$ cat src/rtl/card_datapath.sv
// Baccarat card datapath: six card slots, guarded single-slot loading,
// hand scoring, seven-segment display decode and deal bookkeeping.
module card_datapath (
    input  logic       slow_clock,
    input  logic       reset,
    input  logic [3:0] new_card,
    input  logic       load_pcard1,
    input  logic       load_pcard2,
    input  logic       load_pcard3,
    input  logic       load_dcard1,
    input  logic       load_dcard2,
    input  logic       load_dcard3,
    output logic [3:0] pscore,
    output logic [3:0] dscore,
    output logic [3:0] pcard3,
    output logic [6:0] HEX0,
    output logic [6:0] HEX1,
    output logic [6:0] HEX2,
    output logic [6:0] HEX3,
    output logic [6:0] HEX4,
    output logic [6:0] HEX5,
    output logic [2:0] cards_dealt,
    output logic       deal_error
);

    // Slots 0..2 are player cards 1..3, slots 3..5 are dealer cards 1..3.
    logic [3:0] slot_q [6];
    logic [3:0] slot_d [6];
    logic [2:0] cards_dealt_q, cards_dealt_d;
    logic       deal_error_q, deal_error_d;

    logic [5:0] load_vec;
    logic       one_load;
    logic       rank_ok;
    logic       target_empty;
    logic       accept;
    logic       reject;

    // Baccarat value of a rank: face cards, tens and empty slots count 0.
    function automatic logic [3:0] card_value(input logic [3:0] rank);
        return (rank >= 4'd1 && rank <= 4'd9) ? rank : 4'd0;
    endfunction

    // Hand score mod 10; the 5-bit sum never exceeds 27 so two reductions suffice.
    function automatic logic [3:0] hand_score(input logic [3:0] a,
                                              input logic [3:0] b,
                                              input logic [3:0] c);
        logic [4:0] sum;
        sum = {1'b0, card_value(a)} + {1'b0, card_value(b)} + {1'b0, card_value(c)};
        if (sum >= 5'd20)
            sum = sum - 5'd20;
        else if (sum >= 5'd10)
            sum = sum - 5'd10;
        return sum[3:0];
    endfunction

    // Active-low gfedcba pattern for a slot's rank; empty slot is blank.
    function automatic logic [6:0] seg_decode(input logic [3:0] rank);
        case (rank)
            4'd1:    return 7'b0001000;
            4'd2:    return 7'b0100100;
            4'd3:    return 7'b0110000;
            4'd4:    return 7'b0011001;
            4'd5:    return 7'b0010010;
            4'd6:    return 7'b0000010;
            4'd7:    return 7'b1111000;
            4'd8:    return 7'b0000000;
            4'd9:    return 7'b0010000;
            4'd10:   return 7'b1000000;
            4'd11:   return 7'b1100001;
            4'd12:   return 7'b0011000;
            4'd13:   return 7'b0001001;
            default: return 7'b1111111;
        endcase
    endfunction

    assign load_vec = {load_dcard3, load_dcard2, load_dcard1,
                       load_pcard3, load_pcard2, load_pcard1};

    // Decide whether this edge's load attempt is accepted or rejected.
    always_comb begin
        one_load     = $onehot(load_vec);
        rank_ok      = (new_card >= 4'd1) && (new_card <= 4'd13);
        target_empty = 1'b0;
        for (int unsigned i = 0; i < 6; i++) begin
            if (load_vec[i] && (slot_q[i] == 4'd0))
                target_empty = 1'b1;
        end
        accept = one_load && rank_ok && target_empty;
        reject = (|load_vec) && !accept;
    end

    // Next-state for slots, deal counter and sticky error flag.
    always_comb begin
        for (int unsigned i = 0; i < 6; i++)
            slot_d[i] = (accept && load_vec[i]) ? new_card : slot_q[i];
        cards_dealt_d = cards_dealt_q;
        if (accept && (cards_dealt_q != 3'd6))
            cards_dealt_d = cards_dealt_q + 3'd1;
        deal_error_d = deal_error_q | reject;
    end

    // State registers with asynchronous reset.
    always_ff @(posedge slow_clock or posedge reset) begin
        if (reset) begin
            for (int unsigned i = 0; i < 6; i++)
                slot_q[i] <= '0;
            cards_dealt_q <= '0;
            deal_error_q  <= 1'b0;
        end else begin
            for (int unsigned i = 0; i < 6; i++)
                slot_q[i] <= slot_d[i];
            cards_dealt_q <= cards_dealt_d;
            deal_error_q  <= deal_error_d;
        end
    end

    // Combinational outputs straight from the slot registers.
    always_comb begin
        pscore      = hand_score(slot_q[0], slot_q[1], slot_q[2]);
        dscore      = hand_score(slot_q[3], slot_q[4], slot_q[5]);
        pcard3      = card_value(slot_q[2]);
        HEX0        = seg_decode(slot_q[0]);
        HEX1        = seg_decode(slot_q[1]);
        HEX2        = seg_decode(slot_q[2]);
        HEX3        = seg_decode(slot_q[3]);
        HEX4        = seg_decode(slot_q[4]);
        HEX5        = seg_decode(slot_q[5]);
        cards_dealt = cards_dealt_q;
        deal_error  = deal_error_q;
    end

endmodule

$ cat config.mk
export PLATFORM = sky130hd
export DESIGN_NAME = card_datapath
export DESIGN_NICKNAME = d
export VERILOG_FILES = /design/src/rtl/card_datapath.sv
export SDC_FILE = /design/constraint.sdc
export NUM_CORES = 1
export LEC_CHECK = 0
export ABC_AREA = 1
export ABC_CLOCK_PERIOD_IN_PS = 3800
export CORE_MARGIN = 3
export CORE_UTILIZATION = 40
export DETAILED_ROUTE_END_ITERATION = 16
export DONT_BUFFER_PORTS = 1
export SETUP_SLACK_MARGIN = 0.02
export SYNTH_ARGS = -nofsm -noshare
export SYNTH_HDL_FRONTEND = slang
export SYNTH_SLANG_ARGS = --single-unit
$ cat constraint.sdc
create_clock -name slow_clock -period 3.8 [get_ports slow_clock]
set_input_delay 0.57 -clock slow_clock [delete_from_list [all_inputs] [get_ports slow_clock]]
set_output_delay 0.57 -clock slow_clock [all_outputs]
set_load 0.03 [all_outputs]
==> reports/metrics.cfg <==
[finish]
final_area_sq_um = 4820
nets = 684
multi_input_area_sq_um = 3030
fillers = 845
syn2layout_area_growth_pct = 31.9
final_cells = 720
drive_gt1_share_pct = 30.4
n_antenna_cell = 0
regArea_sq_um = 702

[worst_setup_path]
crit_start = slot_q[17]
start_kind = register
cp_cell_sequence = inv_2 > ha_4 > nand3_2 > a32o_2 > nor2_2 > fa_1 > ha_2 > fa_2 > ha_4 > nand2_2 > o211ai_1 > nand2_2 > nand2_2 > nand2_2 > nand2_4
r2r_end = slot_q[11]
cp.arrival_ps = 3490
crit_required_ps = 3230
crit_slowest_cell = fa_2
crit_top_cell = nand2_2
crit_path_end_kind = output port
crit_type = reg -> out
reg2reg_from = slot_q[12]
crit_fanout = 4
rr_worst_depth = 13
cp_slowest_stage_delay_ps = 610
r2r_slack_ps = 1370

[clock_network]
root_buffer = clkbuf_8
htreeDepth = 1
cts_sinks = 28
clk_pin_slew_ps = 100
cts_tree = yes
cts_made_buffers = 3
clockBufferDepth = 2
insertion_delay_ps = 270

[outcome]
status = finished, violations left
violations = setup timing

[global_routing]
grt_max_degree = 36
grt_overflow = 0
grt_pass1_wl_microns = 16500
antenna_found_initial = 0
grt_usage_pct = 19.1
grt_pass1_vias = 3658

[worst_hold_path]
min_path_type = in -> reg
min_to = slot_q[18]
min_path_cells = 2
min_from = new_card[2]

[placed_design]
hpwlAfterDp_microns = 7570
place_inst = 689
port_buffers = 0
dpl-instance-area_sq_um = 4140
place_congestion = 0.876

[yosys]
synth_top_family_by_area = simple AND/OR/NAND/NOR gates
synth.most_common_cell = nand2_1
async_flop_share_pct = 100
ys_types = 31
ys_ff_latch = 28
ys.flop_type = dfrtp_1
yosys.area.top_type_share_pct = 19.2
synthXorXnorAreaFrac_pct = 0.479
synth_cells = 545
synthesis.area_sq_um = 3660
synth_commonest_cells = nand2_1, inv_1, nand3_1, ha_1, nor2_1
synthAdderAreaFrac_pct = 22.8
synth_nets = 616
yosysTopAreaCell = dfrtp_1
synthTopCellsByArea = dfrtp_1, ha_1, nand2_1
synthMuxAreaShare_pct = 0
synth_simple_gate_area_share_pct = 35.3
avgSynthCellArea_sq_um = 6.71
synth-edff-count = 0
seq_area_frac_synth_pct = 19.2
yosysWarnings = 0
synth_compound_area_share_pct = 11.8

[sta]
worstMarginPinSlew_ps = 1080
hold_viol_final = 0
period_needed_ps = 4060
setup_tns_ps = -1310
timing.final.ws_setup_ps = -258
fmax_mhz = 246
rsz0062_at_grt = true
skew_ps = 2.27
setup_viol = 6
min_period_over_period_pct = 107
slew_violations = 0
slew_headroom_pct = 28.2

[route]
routed_wl_microns = 10400
drt_iter0_drc = 204
antenna_left = 0
first_pass_iters = 4
via_count = 3816
viasPerCell = 5.30
route.detailed.drc = 0
wl_per_cell_microns = 14.4

[die]
die_h_microns = 102
die-area_sq_um = 10300
rows = 34
ios = 70
start_util_pct = 41.5
die_width_microns = 102
coreArea_sq_um = 8810

[job]
cap_viol_max_count = 0

==> flip-flops by register name, summed over array words and instances, names as in the netlist <==
signal,cells
slot_q,24
cards_dealt,3
deal_error,1
==> area by class of cell <==
cell class,count,share of cell area (%)
flip-flops and latches,28,14.5
repair buffers,80,12.9
inverters,74,5.91
clock buffers,4,1.14
well taps,108,2.80
multi-input cells,426,62.7
==> how the worst max path moves through the flow <==
stage | cells past startpoint | endpoint
after floorplan | 17 | pscore[2]
after global placement | 17 | dscore[2]
after detailed placement | 18 | dscore[1]
after CTS | 18 | dscore[1]
after global routing | 16 | pscore[1]
final | 15 | pscore[1]
==> critical path: cells and delay by family, from the launching register on <==
family,cells,cell delay (ps)
flops,1,410
simple gates,7,610
compound gates,2,490
buf+inv,1,120
fa+ha+maj,5,1560
==> kinds of logic after synthesis <==
| logic type | count (synthesis) |
|---|---|
| buffers and inverters | 91 |
| XOR/XNOR | 2 |
| AND/OR/NAND/NOR | 291 |
| flip-flops | 28 |
| AO/OA/AOI/OAI | 74 |
| adder cells (fa/ha/maj) | 59 |
==> placed cells by master, fill, tap and decap left out, drive strengths merged, types with 11 or more instances in the layout <==
master  count
fa         13
o21ai      29
ha         46
nand2     152
dfrtp      28
nor2       46
nand4      28
inv        74
o211ai     11
a21oi      22
buf        80
nand3      59
==> per-layer routing <==
metal	up-vias	wire length (microns)	track usage [%]	part of all wire [%]
li1	1947	-	-	-
met1	1785	4710	25.4	45
met2	74	5060	33.2	49
met3	10	542	3.51	5.2
met4	0	70	2.15	0.67
met5	-	0	0	0
==> stage by stage <==
stage	utilization (%)	hold WS [ps]	setup WS [ps]
after floorplan	-	497	10.1
after global placement	47.0	545	49.4
after detailed placement	47.0	546	-125
after CTS	51.3	430	-248
after global routing	54.8	428	-385
final	54.8	432	-258
==> what timing repair did <==
item,CTS,global route
hold buffers,0,0
setup endpoints to repair,6,6
buffers inserted,18,10
gates resized for setup,51,58
pin swaps,30,34
Power is left out: the tool's default activity adds up to more than one toggle a clock period on the data nets, which glitch-free logic cannot reach.
